<file path="src/rtl/clint_pkg.sv">
`default_nettype none
// ============================================================================
// Module   : clint_pkg
// Brief    : Shared CLINT IPI constants, AXI response codes and FSM state type.
// Revision : 1.0 - initial release
// ============================================================================
package clint_pkg;

    localparam logic [31:0] CLINT_MSIP0_ADDR = 32'h0200_0000;
    localparam logic [31:0] CLINT_MSIP1_ADDR = 32'h0200_0004;
    localparam logic [31:0] CLINT_SSIP0_ADDR = 32'h0200_C000;
    localparam logic [31:0] CLINT_SSIP1_ADDR = 32'h0200_C004;

    localparam logic [1:0] AXI_RESP_OKAY   = 2'b00;
    localparam logic [1:0] AXI_RESP_EXOKAY = 2'b01;
    localparam logic [1:0] AXI_RESP_SLVERR = 2'b10;
    localparam logic [1:0] AXI_RESP_DECERR = 2'b11;

    typedef enum logic [1:0] {
        ST_IDLE  = 2'd0,
        ST_ISSUE = 2'd1,
        ST_RESP  = 2'd2
    } ipi_state_t;

    // Anything other than OKAY is reported as an error, EXOKAY included.
    function automatic logic resp_is_err(input logic [1:0] resp);
        logic err;
        case (resp)
            AXI_RESP_OKAY:   err = 1'b0;
            AXI_RESP_EXOKAY: err = 1'b1;
            AXI_RESP_SLVERR: err = 1'b1;
            AXI_RESP_DECERR: err = 1'b1;
        endcase
        return err;
    endfunction

endpackage
`default_nettype wire

</file>
<file path="src/rtl/clint_ipi_arbiter_rr_arb2.sv">
`default_nettype none
// ============================================================================
// Module   : rr_arb2
// Brief    : Two-way round-robin grant; pointer advances only on accept.
// Revision : 1.0 - initial release
// ============================================================================
module rr_arb2 (
    input  logic       aclk,
    input  logic       areset,
    input  logic [1:0] req,
    input  logic       accept,
    output logic [1:0] grant,
    output logic       grant_id
);

    // Reset to 1 so requester 0 wins the first contention.
    logic r_last_id;

    always_comb begin
        grant_id = 1'b0;
        if (req[0] && req[1]) begin
            grant_id = ~r_last_id;
        end else begin
            grant_id = req[1];
        end
        grant = {req[1] & grant_id, req[0] & ~grant_id};
    end

    always_ff @(posedge aclk) begin
        if (areset) begin
            r_last_id <= 1'b1;
        end else if (accept) begin
            r_last_id <= grant_id;
        end
    end

endmodule
`default_nettype wire

</file>
<file path="src/rtl/clint_ipi_arbiter.sv">
`default_nettype none
// ============================================================================
// Module   : clint_ipi_arbiter
// Brief    : Arbitrates two IPI requesters onto one AXI write master (1 outstanding).
// Revision : 1.0 - initial release
// ============================================================================
module clint_ipi_arbiter
    import clint_pkg::*;
#(
    parameter logic [31:0] MSIP0_ADDR = CLINT_MSIP0_ADDR,
    parameter logic [31:0] MSIP1_ADDR = CLINT_MSIP1_ADDR,
    parameter logic [31:0] SSIP0_ADDR = CLINT_SSIP0_ADDR,
    parameter logic [31:0] SSIP1_ADDR = CLINT_SSIP1_ADDR
) (
    input  logic        aclk,
    input  logic        areset,

    input  logic        req0_valid,
    input  logic        req0_tgt,
    input  logic        req0_lvl,
    input  logic        req0_set,
    output logic        req0_ready,
    output logic        rsp0_valid,
    output logic        rsp0_err,

    input  logic        req1_valid,
    input  logic        req1_tgt,
    input  logic        req1_lvl,
    input  logic        req1_set,
    output logic        req1_ready,
    output logic        rsp1_valid,
    output logic        rsp1_err,

    output logic [31:0] awaddr,
    output logic        awvalid,
    input  logic        awready,

    output logic [31:0] wdata,
    output logic        wlast,
    output logic        wvalid,
    input  logic        wready,

    input  logic [1:0]  bresp,
    input  logic        bvalid,
    output logic        bready
);

    ipi_state_t  r_state;
    ipi_state_t  w_state_nxt;

    logic        w_accept;
    logic        w_bready;
    logic [1:0]  w_grant;
    logic        w_grant_id;
    logic        w_aw_done;
    logic        w_w_done;

    logic        w_sel_tgt;
    logic        w_sel_lvl;
    logic        w_sel_set;
    logic [31:0] w_sel_addr;

    logic        r_id;
    logic        r_awvalid;
    logic        r_wvalid;
    logic [31:0] r_awaddr;
    logic [31:0] r_wdata;
    logic [1:0]  r_rsp_valid;
    logic [1:0]  r_rsp_err;

    rr_arb2 u_rr_arb2 (
        .aclk     (aclk),
        .areset   (areset),
        .req      ({req1_valid, req0_valid}),
        .accept   (w_accept),
        .grant    (w_grant),
        .grant_id (w_grant_id)
    );

    assign w_sel_tgt = w_grant_id ? req1_tgt : req0_tgt;
    assign w_sel_lvl = w_grant_id ? req1_lvl : req0_lvl;
    assign w_sel_set = w_grant_id ? req1_set : req0_set;

    always_comb begin
        w_sel_addr = MSIP0_ADDR;
        case ({w_sel_lvl, w_sel_tgt})
            2'b00: w_sel_addr = MSIP0_ADDR;
            2'b01: w_sel_addr = MSIP1_ADDR;
            2'b10: w_sel_addr = SSIP0_ADDR;
            2'b11: w_sel_addr = SSIP1_ADDR;
        endcase
    end

    // A channel counts as done if it already handshook or handshakes now.
    assign w_aw_done = ~r_awvalid | awready;
    assign w_w_done  = ~r_wvalid  | wready;

    always_ff @(posedge aclk) begin
        if (areset) begin
            r_state <= ST_IDLE;
        end else begin
            r_state <= w_state_nxt;
        end
    end

    always_comb begin
        w_state_nxt = r_state;
        w_accept    = 1'b0;
        w_bready    = 1'b0;
        case (r_state)
            ST_IDLE: begin
                if ((req0_valid || req1_valid) && !areset) begin
                    w_accept    = 1'b1;
                    w_state_nxt = ST_ISSUE;
                end
            end
            ST_ISSUE: begin
                if (w_aw_done && w_w_done) begin
                    w_state_nxt = ST_RESP;
                end
            end
            ST_RESP: begin
                w_bready = 1'b1;
                if (bvalid) begin
                    w_state_nxt = ST_IDLE;
                end
            end
            default: w_state_nxt = ST_IDLE;
        endcase
    end

    always_ff @(posedge aclk) begin
        if (areset) begin
            r_id        <= 1'b0;
            r_awvalid   <= 1'b0;
            r_wvalid    <= 1'b0;
            r_awaddr    <= '0;
            r_wdata     <= '0;
            r_rsp_valid <= '0;
            r_rsp_err   <= '0;
        end else begin
            r_rsp_valid <= '0;
            r_rsp_err   <= '0;
            if (w_accept) begin
                r_id      <= w_grant_id;
                r_awvalid <= 1'b1;
                r_wvalid  <= 1'b1;
                r_awaddr  <= w_sel_addr;
                r_wdata   <= {31'b0, w_sel_set};
            end else begin
                if (r_awvalid && awready) r_awvalid <= 1'b0;
                if (r_wvalid && wready)   r_wvalid  <= 1'b0;
            end
            if (r_state == ST_RESP && bvalid) begin
                r_rsp_valid[r_id] <= 1'b1;
                r_rsp_err[r_id]   <= resp_is_err(bresp);
            end
        end
    end

    assign req0_ready = w_accept & w_grant[0];
    assign req1_ready = w_accept & w_grant[1];
    assign awaddr     = r_awaddr;
    assign awvalid    = r_awvalid;
    assign wdata      = r_wdata;
    assign wvalid     = r_wvalid;
    assign wlast      = r_wvalid;
    assign bready     = w_bready;
    assign rsp0_valid = r_rsp_valid[0];
    assign rsp1_valid = r_rsp_valid[1];
    assign rsp0_err   = r_rsp_err[0];
    assign rsp1_err   = r_rsp_err[1];

endmodule
`default_nettype wire

</file>
<file path="config.mk">
export PLATFORM = sky130hd
export DESIGN_NAME = clint_ipi_arbiter
export DESIGN_NICKNAME = d
export VERILOG_FILES = /design/src/rtl/clint_pkg.sv /design/src/rtl/clint_ipi_arbiter_rr_arb2.sv /design/src/rtl/clint_ipi_arbiter.sv
export SDC_FILE = /design/constraint.sdc
export NUM_CORES = 1
export LEC_CHECK = 0
export BUFFER_PORTS_ARGS = -buffer_cell sky130_fd_sc_hd__buf_4
export CAP_MARGIN = 20
export CORE_ASPECT_RATIO = 1.5
export CORE_MARGIN = 10
export CORE_UTILIZATION = 40
export CTS_BUF_LIST = sky130_fd_sc_hd__clkbuf_4
export CTS_CLUSTER_SIZE = 12
export DETAILED_ROUTE_END_ITERATION = 7
export PLACE_DENSITY_LB_ADDON = 0.25
export SYNTH_ARGS = -nofsm -noshare
export SYNTH_HDL_FRONTEND = slang
export SYNTH_SLANG_ARGS = --single-unit
</file>
<file path="constraint.sdc">
create_clock -name aclk -period 1.7 [get_ports aclk]
set_input_delay 0.255 -clock aclk [delete_from_list [all_inputs] [get_ports aclk]]
set_output_delay 0.255 -clock aclk [all_outputs]
set_load 0.01 [all_outputs]
</file>
==> reports/metrics.cfg <==
[logic_synthesis]
most_repeated_cell_in_the_gate_level_netlist_after_synthesis=sky130_fd_sc_hd__buf_4
yosysTopAreaCell=sky130_fd_sc_hd__buf_4
postSynthAreaPerCell_um2=8.76
synth_edf_count=0
synth_common_cells=61 x sky130_fd_sc_hd__buf_4, 14 x sky130_fd_sc_hd__dfxtp_1, 4 x sky130_fd_sc_hd__a21oi_1, 4 x sky130_fd_sc_hd__nor2_1, 4 x sky130_fd_sc_hd__o21ai_0
primary_flip_flop_cell_chosen_by_synthesis_mapping=sky130_fd_sc_hd__dfxtp_1
synth.yosys.warnings=0
synth.cell_area_mm2=0.00103
synth_sequential_area_ratio_pct=27.1
synth_top_cells_by_area=sky130_fd_sc_hd__buf_4 44%, sky130_fd_sc_hd__dfxtp_1 27%, sky130_fd_sc_hd__mux2i_1 2.9%, sky130_fd_sc_hd__a211oi_1 2.2%, sky130_fd_sc_hd__a21oi_1 1.9%
ys_seq_elements=14
yosys.cell_types.count=27
synth_async_sr_flop_share_pct=0
yosys.area.top_type_share_pct=44.3
syn_inst=118

[sta]
period_share_pct=90.5
final-hold-violation-count=0
fin_tns_setup_ns=0
timing.hold.ws_ns=0.247
report.final.slew_viol_count=0
finalSetupViolations=0
clock.fmax_mhz=650
finalCriticalPeriod_ns=1.54
grt_setup_unrepaired=no
clock_skew_ns=0.00390

[setup_path]
register_to_register_path_depth=4
timing.critical_path.cells=nor3_4 > nand2_2 > nor3b_2 > buf_4
cpPeakStageDelay_ns=0.37
timing.setup.critical_path_class=reg -> out
worst-endpoint-arrival_ns=1.28
crit_slowest_cell=sky130_fd_sc_hd__dfxtp_1
crit_fanout=5
setup.worst_path.start_class=flop
critPathCaptureType=output port
critPathRequiredTime_ns=1.44

[final_layout]
post-route-util_pct=43.5
n_antenna_cell=0
area_delta_synth_final_pct=3.03
nNetsFinal=163
drive_above_1_share_pct=27.2

[placed_design]
io_buffers=29
place.detailed.hpwl_um=2010
place_congestion=0.666

[cts]
root_buffer_master=sky130_fd_sc_hd__clkbuf_4
cts-buffers-inserted=3
cts_htree_levels=1
cts_tree=done
hold_buffers=0
cts.sinks=14
clkLatencyLatePin_ns=0.27
cts_buffer_depth=2
cts.reportedPaths.clkPinSlew_ns=0.08

[floorplan]
core.rowCount=22
die_w_um=61.5
die_area_mm2=0.00506
dieHeight_um=82.3
initial_cell_density_of_the_core_pct=42.2
io_pins=89
coreArea_mm2=0.00245

[global_routing]
grt_antenna_before_repair=0
pin_count_of_the_biggest_net_entering_global_routing=13
globalRoute.totalOverflow=0
globalRouteTotalUtil_pct=8.41
via_count_of_the_first_global_routing_pass=736
wire_length_of_the_first_global_routing_pass_um=3320

[detailed_routing]
dr.pass1.iters=2
average_via_count_per_standard_cell=3.82
ant_nets=0
drc_viols=0
dr.first_iter.drc_count=2
avgRoutedWirePerCell_um=13.0
vias=653
wire_length_after_detailed_routing_um=2220

[min_path]
hp-class=in -> reg
worst_hold_path.num_cells=2

[power_and_ir_drop]
powerDensity_mw_per_mm2=771
leakage_uw=0.000584
vdd_ir_drop_max_v=0.000341

[job]
drv_cap=0

[status]
run_status=complete, no violations

final timing paths:
| check | slack (ns) | endpoint | from |
|---|---|---|---|
| max | 0.16 | req0_ready | r_state[0] |
| min reg2reg | 0.44 | r_rsp_err[0] | r_id |
| min | 0.25 | r_state[1] | areset |
| max reg2reg | 0.53 | awaddr[15] | r_state[0] |
final cells by class:
class	instances	area, µm²
Sequential cell	14	280
Fill cell	263	1390
Multi-Input combinational cell	96	492
Clock inverter	1	3.75
Tap cell	24	30.0
Clock buffer	3	22.5
Timing Repair Buffer	30	225
Inverter	3	11.3
critical path: cells and delay by family, from the launching register on:
kind,cells,cell delay [ns]
simple gates,3,0.50
flops,1,0.37
buf+inv,1,0.14
metal layers:
metal  part of all wire (%)  up-vias  global-route usage, %  routed length [µm]
li1                       -      320                      -                   -
met1                     34      284                   8.49                 764
met2                     52       47                   14.0                1150
met3                     13        2                   4.58                 292
met4                   0.54        0                   3.36                  12
met5                      0        -                      0                   0
flip-flops by register name, summed over array words and instances (netlist names):
| signal | count |
|---|---|
| r_state | 2 |
| wdata | 1 |
| wlast | 1 |
| awvalid | 1 |
| u_rr_arb2.r_last_id | 1 |
| r_rsp_valid | 2 |
| r_id | 1 |
| awaddr | 3 |
| r_rsp_err | 2 |
cells in the final DEF (no fill, tap or decap):
cell / synthesis / final
sky130_fd_sc_hd__clkbuf_4: 0 / 3
sky130_fd_sc_hd__nor3b_2: 0 / 1
sky130_fd_sc_hd__inv_1: 3 / 3
sky130_fd_sc_hd__a32oi_1: 1 / 1
sky130_fd_sc_hd__a21boi_2: 1 / 1
sky130_fd_sc_hd__and2_1: 2 / 2
sky130_fd_sc_hd__and4bb_2: 1 / 1
sky130_fd_sc_hd__nor2_1: 4 / 4
sky130_fd_sc_hd__and3_4: 1 / 1
sky130_fd_sc_hd__a31o_1: 1 / 1
sky130_fd_sc_hd__buf_4: 61 / 30
sky130_fd_sc_hd__o21ba_1: 1 / 1
sky130_fd_sc_hd__nand2_1: 1 / 1
sky130_fd_sc_hd__nand2b_1: 2 / 2
sky130_fd_sc_hd__nand2_2: 1 / 1
sky130_fd_sc_hd__or2_0: 1 / 1
sky130_fd_sc_hd__a211oi_1: 3 / 3
sky130_fd_sc_hd__a21oi_1: 4 / 4
sky130_fd_sc_hd__and2_4: 1 / 1
sky130_fd_sc_hd__conb_1: 1 / 59
sky130_fd_sc_hd__mux2i_1: 3 / 3
sky130_fd_sc_hd__a211o_1: 1 / 1
sky130_fd_sc_hd__nor2b_1: 2 / 2
sky130_fd_sc_hd__nor3_4: 1 / 1
sky130_fd_sc_hd__o21ai_0: 4 / 4
sky130_fd_sc_hd__clkinv_1: 0 / 1
sky130_fd_sc_hd__dfxtp_1: 14 / 14
through the flow:
stage / cells / setup WS [ns] / area [µm²] / power, µW
global placement: 166 / 0.298 / 1030 / 634
detailed placement: 166 / 0.300 / 1030 / 636
global route: 171 / 0.0356 / 1060 / 887
floorplan: 176 / 0.393 / 1250 / 651
CTS: 171 / 0.113 / 1060 / 826
finish: 171 / 0.162 / 1060 / 821
what timing repair did:
item / 4_1_cts / 5_1_grt
gates resized for setup: 0 / 1
gates cloned: 0 / 0
buffers inserted: 1 / 0
pin swaps: 1 / 0
setup endpoints to repair: 1 / 1
power by group:
part           total, µW  switching (µW)  internal (µW)
combinational        253             148            106
sequential           385            24.8            360
clock                183            97.9           84.8
cell families after synthesis:
family,count (synthesis),share of synthesized area [%]
buffers and inverters,66,46.9
and+or+nand+nor,18,12.1
AOI/OAI and AO/OA,16,10.7
DFF,14,27.1
muxes,3,2.91
other,1,0.363
No activity file was read; power rests on OpenSTA's default activity.
